==> config.mk <==
export PLATFORM = sky130hd
export DESIGN_NAME = creek_ctrl_sequencer
export DESIGN_NICKNAME = d
export VERILOG_FILES = /design/src/rtl/creek_ctrl_pkg.sv /design/src/rtl/creek_watchdog.sv /design/src/rtl/creek_ctrl_sequencer.sv
export SDC_FILE = /design/constraint.sdc
export NUM_CORES = 1
export LEC_CHECK = 0
export CORE_MARGIN = 4
export CORE_UTILIZATION = 55
export CTS_CLUSTER_DIAMETER = 120
export DETAILED_ROUTE_END_ITERATION = 12
export GPL_ROUTABILITY_DRIVEN = 0
export PLACE_DENSITY = 0.78
export SETUP_SLACK_MARGIN = 0.15
export SYNTH_ARGS = -nofsm -noshare
export SYNTH_HDL_FRONTEND = slang
export SYNTH_SLANG_ARGS = --single-unit
==> constraint.sdc <==
create_clock -name clk -period 4.2 [get_ports clk]
set_clock_uncertainty 0.1 [all_clocks]
set_input_delay 1.05 -clock clk [delete_from_list [all_inputs] [get_ports clk]]
set_output_delay 1.05 -clock clk [all_outputs]
set_load 0.01 [all_outputs]
==> src/rtl/creek_ctrl_pkg.sv <==
// Shared definitions for the creek control sequencer: register map, CTRL bits,
// FSM state encoding and the STATUS word layout.
package creek_ctrl_pkg;

    localparam int unsigned AVL_ADDR_W = 2;
    localparam int unsigned AVL_DATA_W = 32;

    localparam logic [AVL_ADDR_W-1:0] ADDR_CTRL      = 2'd0;
    localparam logic [AVL_ADDR_W-1:0] ADDR_STEPS     = 2'd1;
    localparam logic [AVL_ADDR_W-1:0] ADDR_TIMEOUT   = 2'd2;
    localparam logic [AVL_ADDR_W-1:0] ADDR_COMPLETED = 2'd3;

    localparam int unsigned CTRL_GO_BIT      = 0;
    localparam int unsigned CTRL_ABORT_BIT   = 1;
    localparam int unsigned CTRL_IRQ_CLR_BIT = 2;

    typedef enum logic [2:0] {
        ST_IDLE   = 3'd0,
        ST_RUN    = 3'd1,
        ST_RESUME = 3'd2,
        ST_DRAIN  = 3'd3,
        ST_DONE   = 3'd4,
        ST_TOUT   = 3'd5
    } seq_state_t;

    typedef struct packed {
        logic [25:0] rsvd;
        seq_state_t  state;
        logic        irq;
        logic        timeout_flag;
        logic        busy;
    } status_t;

    // Core is actively being sequenced; config writes are locked out.
    function automatic logic is_busy(input seq_state_t s);
        return (s == ST_RUN) || (s == ST_RESUME) || (s == ST_DRAIN);
    endfunction

endpackage

==> src/rtl/creek_watchdog.sv <==
// Cycle watchdog: counts enabled cycles since the last clear and flags the
// cycle in which the count reaches the limit. A zero limit disables it.
module creek_watchdog
    import creek_ctrl_pkg::*;
#(
    parameter int unsigned TMO_W = 24
) (
    input  logic             clk,
    input  logic             reset,
    input  logic             clear,
    input  logic             enable,
    input  logic [TMO_W-1:0] limit,
    output logic             expire
);

    localparam int unsigned CNT_X_W = TMO_W + 1;

    logic [TMO_W-1:0] count;

    always_ff @(posedge clk) begin
        if (reset) begin
            count <= '0;
        end else if (clear) begin
            count <= '0;
        end else if (enable && (limit != '0) && (count != '1)) begin
            count <= count + TMO_W'(1);
        end
    end

    // The current enabled cycle is the limit-th one counted.
    assign expire = enable && (limit != '0) &&
                    ((CNT_X_W'(count) + CNT_X_W'(1)) >= CNT_X_W'(limit));

endmodule

==> src/rtl/creek_ctrl_sequencer.sv <==
// Register-controlled sequencer that pauses a core and releases it a
// programmed number of times at its sync points, with a run watchdog.
module creek_ctrl_sequencer
    import creek_ctrl_pkg::*;
#(
    parameter int unsigned STEP_W = 16,
    parameter int unsigned TMO_W  = 24
) (
    input  logic                  clk,
    input  logic                  reset,
    input  logic [AVL_ADDR_W-1:0] avl_address,
    input  logic [AVL_DATA_W-1:0] avl_writedata,
    input  logic                  avl_write,
    input  logic                  avl_read,
    output logic [AVL_DATA_W-1:0] avl_readdata,
    output logic                  pause_n,
    output logic                  resume,
    input  logic                  waiting,
    output logic                  irq
);

    seq_state_t state, state_d;

    logic [STEP_W-1:0] steps_cfg;
    logic [STEP_W-1:0] remaining;
    logic [STEP_W-1:0] completed;
    logic [TMO_W-1:0]  timeout_cfg;
    logic              timeout_flag;

    logic busy_c, ctrl_wr_c, go_c, abort_c, irq_clr_c, steps_wr_c, tmo_wr_c;
    logic go_acc_c, step_c, set_done_c, set_tout_c;
    logic wd_clear_c, wd_en_c, wd_expire_c;
    logic pause_n_d, resume_d;
    status_t               status_c;
    logic [AVL_DATA_W-1:0] rdata_c;

    assign busy_c     = is_busy(state);
    assign ctrl_wr_c  = avl_write && (avl_address == ADDR_CTRL);
    assign go_c       = ctrl_wr_c && avl_writedata[CTRL_GO_BIT];
    assign abort_c    = ctrl_wr_c && avl_writedata[CTRL_ABORT_BIT];
    assign irq_clr_c  = ctrl_wr_c && avl_writedata[CTRL_IRQ_CLR_BIT];
    assign steps_wr_c = avl_write && (avl_address == ADDR_STEPS) && !busy_c;
    assign tmo_wr_c   = avl_write && (avl_address == ADDR_TIMEOUT) && !busy_c;
    assign wd_en_c    = (state == ST_RUN) || (state == ST_DRAIN);

    creek_watchdog #(
        .TMO_W (TMO_W)
    ) u_watchdog (
        .clk    (clk),
        .reset  (reset),
        .clear  (wd_clear_c),
        .enable (wd_en_c),
        .limit  (timeout_cfg),
        .expire (wd_expire_c)
    );

    // Next-state and output decode; abort beats go, sync point beats watchdog.
    always_comb begin
        state_d    = state;
        go_acc_c   = 1'b0;
        step_c     = 1'b0;
        set_done_c = 1'b0;
        set_tout_c = 1'b0;
        wd_clear_c = 1'b0;
        if (abort_c) begin
            state_d    = ST_IDLE;
            wd_clear_c = 1'b1;
        end else if (go_c && !busy_c) begin
            state_d    = ST_RUN;
            go_acc_c   = 1'b1;
            wd_clear_c = 1'b1;
        end else begin
            case (state)
                ST_RUN: begin
                    if (waiting) begin
                        if (remaining != '0) begin
                            state_d = ST_RESUME;
                            step_c  = 1'b1;
                        end else begin
                            state_d    = ST_DONE;
                            set_done_c = 1'b1;
                        end
                    end else if (wd_expire_c) begin
                        state_d    = ST_TOUT;
                        set_tout_c = 1'b1;
                    end
                end
                ST_RESUME: state_d = ST_DRAIN;
                ST_DRAIN: begin
                    if (!waiting) begin
                        state_d    = ST_RUN;
                        wd_clear_c = 1'b1;
                    end else if (wd_expire_c) begin
                        state_d    = ST_TOUT;
                        set_tout_c = 1'b1;
                    end
                end
                default: ;
            endcase
        end
        pause_n_d = !((state_d == ST_IDLE) || (state_d == ST_TOUT));
        resume_d  = (state_d == ST_RESUME);
    end

    // Read mux samples pre-write state.
    always_comb begin
        status_c              = '0;
        status_c.state        = state;
        status_c.irq          = irq;
        status_c.timeout_flag = timeout_flag;
        status_c.busy         = busy_c;
        rdata_c               = '0;
        case (avl_address)
            ADDR_CTRL:      rdata_c = status_c;
            ADDR_STEPS:     rdata_c = AVL_DATA_W'(remaining);
            ADDR_TIMEOUT:   rdata_c = AVL_DATA_W'(timeout_cfg);
            ADDR_COMPLETED: rdata_c = AVL_DATA_W'(completed);
            default:        rdata_c = '0;
        endcase
    end

    always_ff @(posedge clk) begin
        if (reset) begin
            state        <= ST_IDLE;
            pause_n      <= 1'b0;
            resume       <= 1'b0;
            irq          <= 1'b0;
            timeout_flag <= 1'b0;
            steps_cfg    <= '0;
            remaining    <= '0;
            completed    <= '0;
            timeout_cfg  <= '0;
            avl_readdata <= '0;
        end else begin
            state   <= state_d;
            pause_n <= pause_n_d;
            resume  <= resume_d;

            if (steps_wr_c) begin
                steps_cfg <= STEP_W'(avl_writedata);
                remaining <= STEP_W'(avl_writedata);
            end else if (go_acc_c) begin
                remaining <= steps_cfg;
            end else if (step_c) begin
                remaining <= remaining - STEP_W'(1);
            end

            if (go_acc_c) begin
                completed <= '0;
            end else if (step_c && (completed != '1)) begin
                completed <= completed + STEP_W'(1);
            end

            if (tmo_wr_c) begin
                timeout_cfg <= TMO_W'(avl_writedata);
            end

            if (set_tout_c) begin
                timeout_flag <= 1'b1;
            end else if (go_acc_c) begin
                timeout_flag <= 1'b0;
            end

            if (set_done_c || set_tout_c) begin
                irq <= 1'b1;
            end else if (irq_clr_c || go_acc_c) begin
                irq <= 1'b0;
            end

            if (avl_read) begin
                avl_readdata <= rdata_c;
            end
        end
    end

endmodule

==> run metrics <==
slowest CP cell=dfxtp_1; DP Wirelength=12400 um; kind of critical path=flip-flop to flip-flop; Post-Syn Area=0.00692 mm^2; Seq/Total Area, Yosys=0.367; clk slew on worst S/H paths=0.05 ns; Post-DRT Antenna Nets=0; top post-synthesis cells by area=dfxtp_1 37%, nand2_1 7.6%, ha_1 4.9%; Fmax achieved=267 MHz; first-pass GRT wire length=28700 um; status=finished clean; yosys warns=0; CTS buffer count=17; post-synthesis cell type count=62; Layout area overhead=18.9%; fillers=1029; nets=962; Top cell by count, worst path=buf_4; ant diodes=0; post_cts resized=0; drt initial violations=570; crit path max fanout=8; Synth Register Bits=127; EDFF count, synth=0; Total GRT Usage=0.250; Multi-input gate area=0.00402 mm^2; H-tree Lvls=4; Root Buffer=clkbuf_16; Mapped Cells=850; max-cap viol count=0; final wirelength=17700 um; largest net degree at the start of global routing=50; Top FF cell, synth=dfxtp_1; Max VDD drop=0.234 mV; final hold viol count=0; fraction of final layout cells sized beyond drive strength 1=0.0825; GRT overflow=0; Die Span X=120 um; fin util=0.676; CP Cell Sequence=ha_1 -> nand3_2 -> nor4_4 -> buf_4 -> nand2_1 -> buf_4 -> nor2_1 -> xor2_1 -> ha_1 -> nand3_1 -> nor3_2 -> inv_1 -> a31oi_1 -> o21ai_0 -> nor4bb_1 -> buf_4 -> o21bai_1; vias in the first global route=5671; Skew-Pair Late Insertion Delay=0.42 ns; RSZ-0062 raised after global routing=false; hold_buf cts=0; post-synth top area cell=dfxtp_1; Worst Max-Slew Pin Slew=0.553 ns; die height=120 um; buffers and inverters on the worst path=4; WP data required=4.45 ns; I/O pin count=74; core area=0.0122 mm^2; syn avg cell area=8.14 um^2; die area=0.0144 mm^2; CTS tree=built; Routed wire per std cell=16.4 um; Final setup viols=0; DR vias/cell=5.80; sink count of the clock tree=127; Async SR Flop Fraction=0; pins over their slew limit=0; Relative slew margins=0.630; Starting Density=0.569; CTS Buffer Depth=2; largest stage delay on the critical path=0.41 ns; FF/Latch Area=0.00254 mm^2; element type at the critical path end=flip-flop; min Tclk post-route=3.75 ns; # port buffers=57; CP arrival=4.00 ns; cell family with the largest share of critical-path delay=simple AND/OR/NAND/NOR gates; drt pass-1 iters=6; post-route setup TNS=0 ns; crit share post-route=0.892; row cnt=40; PwrDens=399 mW/mm^2; vias=6248; min-delay worst type=flip-flop to flip-flop; leak pwr=0.00308 uW; DRC=0; Critical Path Start Type=flip-flop; initial antenna violation count=0; Synth top area share=0.367; # Post-CTS Setup Buffers=0
[routing by layer]
metal,global-route usage,share of wire
met5,0,0
met1,0.345,0.45
met4,0.0902,0.020
met3,0.0485,0.081
met2,0.391,0.45
[synth_stat cells, types with 18 or more instances]
master	number
xnor2_1	36
nand3_1	36
inv_1	36
nor2_1	90
clkbuf_1	28
dfxtp_1	127
nand2_1	140
ha_1	27
xor2_1	33
nor3_1	18
a21oi_1	63
[sequential cells by signal, summed over array words and instances, names as in the netlist]
| signal | flops |
|---|---|
| steps_cfg | 16 |
| u_watchdog.count | 24 |
| remaining | 16 |
| completed | 16 |
| state | 3 |
| avl_readdata | 24 |
| pause_n | 1 |
| irq | 1 |
| timeout_cfg | 24 |
| resume | 1 |
| timeout_flag | 1 |
[worst register-to-register path: cells and delay by family (launching register included)]
kind                       cells  cell delay (ns)
AOI/OAI and AO/OA              3             0.41
xor gates and xnor gates       1             0.09
adders and majority gates      2             0.55
buffers and inverters          4             0.62
DFF                            1             0.41
and+or+nand+nor                7             1.49
[per-stage QoR]
step                instances  total power (uW)  setup WS, ns  area [um^2]  hold WS (ns)
floorplan                 857              1630         0.784         6950         0.322
global placement         1045              1760         0.414         7600         0.337
detailed placement       1045              1770         0.337         7600         0.346
CTS                      1077              3290         0.305         8210         0.353
global route             1077              3410         0.175         8230         0.368
finish                   1077              3280         0.453         8230         0.352
[report_power, final]
group	internal (uW)	switching (uW)
registers	1250	60.7
clock network	1020	504
logic	203	245
total	2470	809
[logic make-up (layout without fill, tap and decap cells)]
group	Yosys count	after routing	share of synthesized area
AO/OA/AOI/OAI	153	153	0.147
XOR/XNOR	69	69	0.0873
multiplexers	22	22	0.0445
buffers and inverters	90	142	0.0566
AND/OR/NAND/NOR	361	361	0.248
flip-flops	127	127	0.367
other	1	8	0.000542
adder cells (fa/ha/maj)	27	27	0.0488
[final cells by class]
| class | count | share of cell area |
|---|---|---|
| clock buffer | 26 | 0.0583 |
| clock inverter | 6 | 0.0158 |
| inverter | 36 | 0.0164 |
| multi-input combinational | 640 | 0.489 |
| sequential | 127 | 0.309 |
| tap | 168 | 0.0256 |
| timing repair buffer | 74 | 0.0858 |
[final timing paths]
check	start	cells after the start	slack [ns]	end
worst max-delay path	u_watchdog.count[0]	17	0.45	irq
worst min register to register	steps_cfg[9]	2	0.35	steps_cfg[9]
worst max register to register	u_watchdog.count[0]	17	0.45	irq
worst min-delay path	steps_cfg[9]	2	0.35	steps_cfg[9]
[layout by cell type, fill, tap and decap left out, types with 4 or more instances in the layout]
cell,instances
buf_4,16
mux2_2,10
a21oi_1,63
nor2_1,90
nand4_1,8
mux2i_1,6
xnor2_1,36
bufinv_16,4
and3_1,7
nand2b_1,11
a211oi_1,12
clkbuf_16,17
dfxtp_1,127
and2_1,4
inv_1,36
o21ai_0,12
nand3_1,36
a21o_1,4
nor2b_1,4
a22oi_1,10
nor3_1,17
a311oi_1,15
o211ai_1,15
mux4_2,6
ha_1,27
nand2_1,140
clkbuf_1,7
nor4_1,7
clkdlybuf4s50_1,56
nor3_2,4
xor2_1,33
conb_1,8
or3_1,10
No activity file was read; power rests on OpenSTA's default activity.
==> variant 1 (same flow settings) <==
Change the parameter `STEP_W` from 16 to 32.
--- a/src/rtl/creek_ctrl_sequencer.sv
+++ b/src/rtl/creek_ctrl_sequencer.sv
@@ -3,7 +3,7 @@
 module creek_ctrl_sequencer
     import creek_ctrl_pkg::*;
 #(
-    parameter int unsigned STEP_W = 16,
+    parameter int unsigned STEP_W = 32,
     parameter int unsigned TMO_W  = 24
 ) (
     input  logic                  clk,
Function: changed (a bounded check fails within 4 cycles, from zero or initial values and one cycle with reset high).
==> variant 1 against the original RTL <==
- largest cell class unchanged
- critical endpoint unchanged
- area after synthesis grew 41%
- worst setup slack got worse by 0.16 ns
- fmax shrank 4.1%
- routed wire length rose by 56%
- global-route usage rose by 2.3 points
- cell area rose by 38%
- count of clock-buffer cells in the layout is 6 lower
- power up 30%
- final cell count grew 39%
- sequential cell count increased by 56
==> variant 1: results (changes against the original RTL) <==
largest net degree at the start of global routing=66 (+32%); hpwl dp=19,440 µm (+56%); antenna violations before repair=0 (unchanged); synth cell count leaders=nand2_1 (195), dfxtp_1 (183), nor2_1 (133), a21oi_1 (104), clkbuf_1 (65); Layout fillers=1,483 (+44%); Worst setup EP type=flop; clock-cell share of area=5.542% (-1.9 points); leakage power=4.047 nW (+31%); Post-Route WL=27,530 µm (+56%); Netlist cell types=60 (-3.2%); Seq/Total Area, Yosys=37.56% (+0.81 points); CP arrival=4.12 ns (+0.12 ns); I/O Buffers=73 (+28%); die width=141.2 µm (+17%); Reg2Reg Depth=15 (-2); Clock transition at path regs=0.07 ns (+0.02 ns); Buffers, non-clock=103 (+39%); CP max-delay cell=dfxtp_1; comb_multi_in=928 (+45%); setup ws final=0.2916 ns (-0.1618 ns); worst slack, placed=0.3578 ns (+0.02131 ns); Max-slew headroom=36.17% (-27 points); GRT Util Overall=27.33% (+2.3 points); First DRT Iteration DRCs=998 (+75%); Peak supply drop=294.3 µV (+26%); status=finished, final reports clean; post-DR vias/cell=6.121 (+5.5%); non-clk buf share=8.699% (+0.12 points); crit path max fanout=6 (-2); CLK BUF=20 (-23%); sequential cell count=183 (+44%); clk buf depth=2 (unchanged); CTS Buf Count=17 (unchanged); largest stage delay on the critical path=0.43 ns (+0.02 ns); invs w/o clock=28 (-22%); TritonRoute pass-1 iters=5 (-1); register area=0.003664 mm² (+44%); first-pass GRT wire length=43,980 µm (+53%); fraction of area in multi-input gates=50.02% (+1.1 points); dominant cells by area after synthesis=dfxtp_1 (38%), nand2_1 (7.5%), a21oi_1 (5.3%); vias in the first global route=8,426 (+49%); layout cells sized above 1=8.877% (+0.63 points); root buffer cell=clkbuf_16
## variant 1: changes by cell type in the layout (fill, tap and decap cells not counted), sizes merged, moves of 13 or more
cell / change
clkdlybuf4s50: +15
o21ai: +31
nand4: +18
xor2: +16
buf: +14
a21oi: +41
or3: +13
nand2: +54
dfxtp: +56
nor2: +46
## variant 1: worst reg2reg max path: stages (launching register included)
cell and delay (ns):
dfxtp_1 0.43, ha_2 0.26, nand3_2 0.17, nor2_4 0.20, and4_1 0.31, nand4_1 0.26
buf_4 0.23, nor2_1 0.19, xor2_1 0.19, ha_1 0.26, and4_1 0.16, a221oi_1 0.26
o211ai_1 0.15, o21bai_1 0.20, nor4_1 0.09, a311o_1 0.34
## variant 1: how the worst min path moves through the flow
stage	to	slack [ns]	startpoint
finish	steps_cfg[6]$_SDFFE_PP0P_	0.35	steps_cfg[6]$_SDFFE_PP0P_
global route	steps_cfg[20]$_SDFFE_PP0P_	0.37	steps_cfg[20]$_SDFFE_PP0P_
CTS	steps_cfg[5]$_SDFFE_PP0P_	0.36	steps_cfg[5]$_SDFFE_PP0P_
detailed placement	steps_cfg[5]$_SDFFE_PP0P_	0.35	steps_cfg[5]$_SDFFE_PP0P_
global placement	steps_cfg[29]$_SDFFE_PP0P_	0.34	steps_cfg[29]$_SDFFE_PP0P_
floorplan	timeout_flag$_SDFFE_PP0P_	0.32	timeout_flag$_SDFFE_PP0P_
## variant 1: timing repair
action                     in CTS  in global routing
hold endpoints to repair        0                  0
setup endpoints to repair       0                  4
resized for setup               0                  5
setup buffers                   0                  2
## variant 1: metal layers
layer,wire (µm),vias up,GRT usage (%)
met5,0,-,0
met4,965,0,10.86
met3,2225,58,5.563
met2,12900,396,44.22
met1,11440,4313,35.86
li1,-,4402,-
## variant 1: power by group
group / total [mW] / leakage [nW] / internal (mW) / switching (mW)
Clock: 1.72 / 0.303 / 1.03 / 0.692
Combinational: 0.689 / 2.26 / 0.288 / 0.401
Sequential: 1.87 / 1.48 / 1.79 / 0.0743
## variant 1: metrics by stage
stage / utilization [%] / instances / hold slack (ns) / area, µm² / total power [mW]
after CTS: 65.10 / 1496 / 0.3565 / 11300 / 4.286
final: 65.30 / 1498 / 0.3535 / 11330 / 4.277
after global placement: 61.48 / 1465 / 0.3389 / 10670 / 2.563
after detailed placement: 61.48 / 1465 / 0.3470 / 10670 / 2.577
after floorplan: - / 1220 / 0.3218 / 9754 / 2.366
after global routing: 65.30 / 1498 / 0.3727 / 11330 / 4.442
## variant 1: kinds of logic after synthesis
logic type | share of synthesized area [%]
adders and majority gates | 3.463
DFF | 37.56
and+or+nand+nor | 25.27
muxes | 2.912
buffers and inverters | 4.643
xor gates and xnor gates | 7.093
AOI/OAI and AO/OA | 19.06
==> variant 2 (same flow settings) <==
Made on the original files. Put one more register stage on the output `irq`, cleared by the reset. The value now appears one clock later. The other outputs are not delayed to match.
--- a/src/rtl/creek_ctrl_sequencer.sv
+++ b/src/rtl/creek_ctrl_sequencer.sv
@@ -18,6 +18,8 @@
     input  logic                  waiting,
     output logic                  irq
 );
+
+    logic irq_s0;
 
     seq_state_t state, state_d;
 
@@ -106,7 +108,7 @@
     always_comb begin
         status_c              = '0;
         status_c.state        = state;
-        status_c.irq          = irq;
+        status_c.irq          = irq_s0;
         status_c.timeout_flag = timeout_flag;
         status_c.busy         = busy_c;
         rdata_c               = '0;
@@ -124,7 +126,7 @@
             state        <= ST_IDLE;
             pause_n      <= 1'b0;
             resume       <= 1'b0;
-            irq          <= 1'b0;
+            irq_s0       <= 1'b0;
             timeout_flag <= 1'b0;
             steps_cfg    <= '0;
             remaining    <= '0;
@@ -162,9 +164,9 @@
             end
 
             if (set_done_c || set_tout_c) begin
-                irq <= 1'b1;
+                irq_s0 <= 1'b1;
             end else if (irq_clr_c || go_acc_c) begin
-                irq <= 1'b0;
+                irq_s0 <= 1'b0;
             end
 
             if (avl_read) begin
@@ -173,5 +175,13 @@
         end
     end
 
+    always_ff @(posedge clk) begin
+        if (reset) begin
+            irq <= '0;
+        end else begin
+            irq <= irq_s0;
+        end
+    end
+
 endmodule
 
Function: changed (Yosys sat finds a counterexample within 4 cycles, from zero or initial values and one cycle with reset high).
==> variant 2 against the original RTL <==
- area after synthesis increased by 0.83%
- clock power increased by 4%
- power rose by 1.1%
- routed wire length is 0.98% higher
- worst setup slack lost 0.019 ns
- first-iteration DRC count grew 13%
- cell area grew 1.1%
- sequential cell count rose by 1
- via count shrank 0.96%
- critical path type unchanged
- largest power group unchanged
==> variant 2: results (changes against the original RTL) <==
worst slack, placed=0.2799 ns (-0.05656 ns); synth cell count leaders=nand2_1 (137), dfxtp_1 (128), nor2_1 (100), a21oi_1 (67), xnor2_1 (45); sequential share of power=39.4% (-0.5 points); GRT Util Overall=24.56% (-0.48 points); First DRT Iteration DRCs=642 (+13%); CP arrival=3.99 ns (about the same); CP max-delay cell=or4_4; crit path launch=u_watchdog.count[2]$_SDFFE_PP0P_; average routed wire per standard cell=16.46 µm (+0.33%); CP most frequent cell=nand2_1; post-DR vias/cell=5.708 (-1.6%); dominant cells by area after synthesis=dfxtp_1 (37%), nand2_1 (7.4%), xnor2_1 (5.6%); largest net degree at the start of global routing=35 (-30%); Hold Path Origin=steps_cfg[6]$_SDFFE_PP0P_; Post-Layout Cell Count=1,084 (+0.65%); Reg2Reg Depth=15 (-2); Ys Warns=0 (unchanged); crit path max fanout=5 (-3); Max-slew headroom=48.94% (-14 points); nets@finish=969 (+0.73%); leakage power=3.033 nW (-1.5%); Syn Inst Count=861 (+1.3%); Switch Pwr=810.3 µW (+0.11%); Clock transition at path regs=0.06 ns; clk buf depth=2 (unchanged); r2r endpoint=pause_n$_SDFF_PP0_; TritonRoute pass-1 iters=5 (-1); dpl cells=1,048 (+0.29%); Netlist cell types=66 (+6.5%); Seq/Total Area, Yosys=36.73% (about the same); total power=3.319 mW (+1.1%); Peak supply drop=261.5 µV (+12%); status=finished, final reports clean; reg2reg setup slack=0.43 ns (-0.02 ns); placed instance area=0.007616 mm² (+0.15%)
## variant 2: timing repair
item                                    CTS  global route
buffers inserted                          0             4
endpoints found under the setup margin    0             5
resized for setup                         0            10
## variant 2: cells by family after synthesis
group,Yosys count,share of synthesized area (%)
flops,128,36.73
buf+inv,94,5.829
xor+xnor,70,8.788
fa+ha+maj,27,4.842
other cells,1,0.05375
compound gates,153,14.17
simple gates,365,25.04
mux,23,4.555
## variant 2: how the worst min path moves through the flow
stage,endpoint,depth (start not counted)
4_1_cts,steps_cfg[3]$_SDFFE_PP0P_,2
3_5_place_dp,steps_cfg[4]$_SDFFE_PP0P_,2
2_1_floorplan,timeout_flag$_SDFFE_PP0P_,2
3_3_place_gp,steps_cfg[15]$_SDFFE_PP0P_,2
6_report,steps_cfg[6]$_SDFFE_PP0P_,2
5_1_grt,steps_cfg[8]$_SDFFE_PP0P_,2
## variant 2: per-layer routing
metal / global-route usage [%] / vias to the layer above / share of wire [%] / routed length [µm]
li1: - / 3062 / - / -
met5: 0 / - / 0 / 0
met1: 32.90 / 2876 / 45 / 7970
met3: 5.800 / 32 / 7.5 / 1344
met2: 37.69 / 218 / 45 / 8118
met4: 11.05 / 0 / 2.3 / 414
## variant 2: cell type report
cell class                 count  area, µm²  share of cell area (%)
clock buffer                  22      494.2                   5.942
clock inverter                10      155.1                   1.865
inverter                      33      123.9                   1.489
multi-input combinational    646       4050                   48.69
sequential                   128       2569                   30.88
tap                          168      210.2                   2.527
timing repair buffer          77      715.7                   8.604
## variant 2: critical path, delay by kind of cell (launching register included)
kind | cells | cell delay [ns]
AO/OA/AOI/OAI | 5 | 1.14
XOR/XNOR | 1 | 0.13
adder cells (fa/ha/maj) | 1 | 0.30
buffers and inverters | 1 | 0.15
flip-flops | 1 | 0.39
AND/OR/NAND/NOR | 7 | 1.45
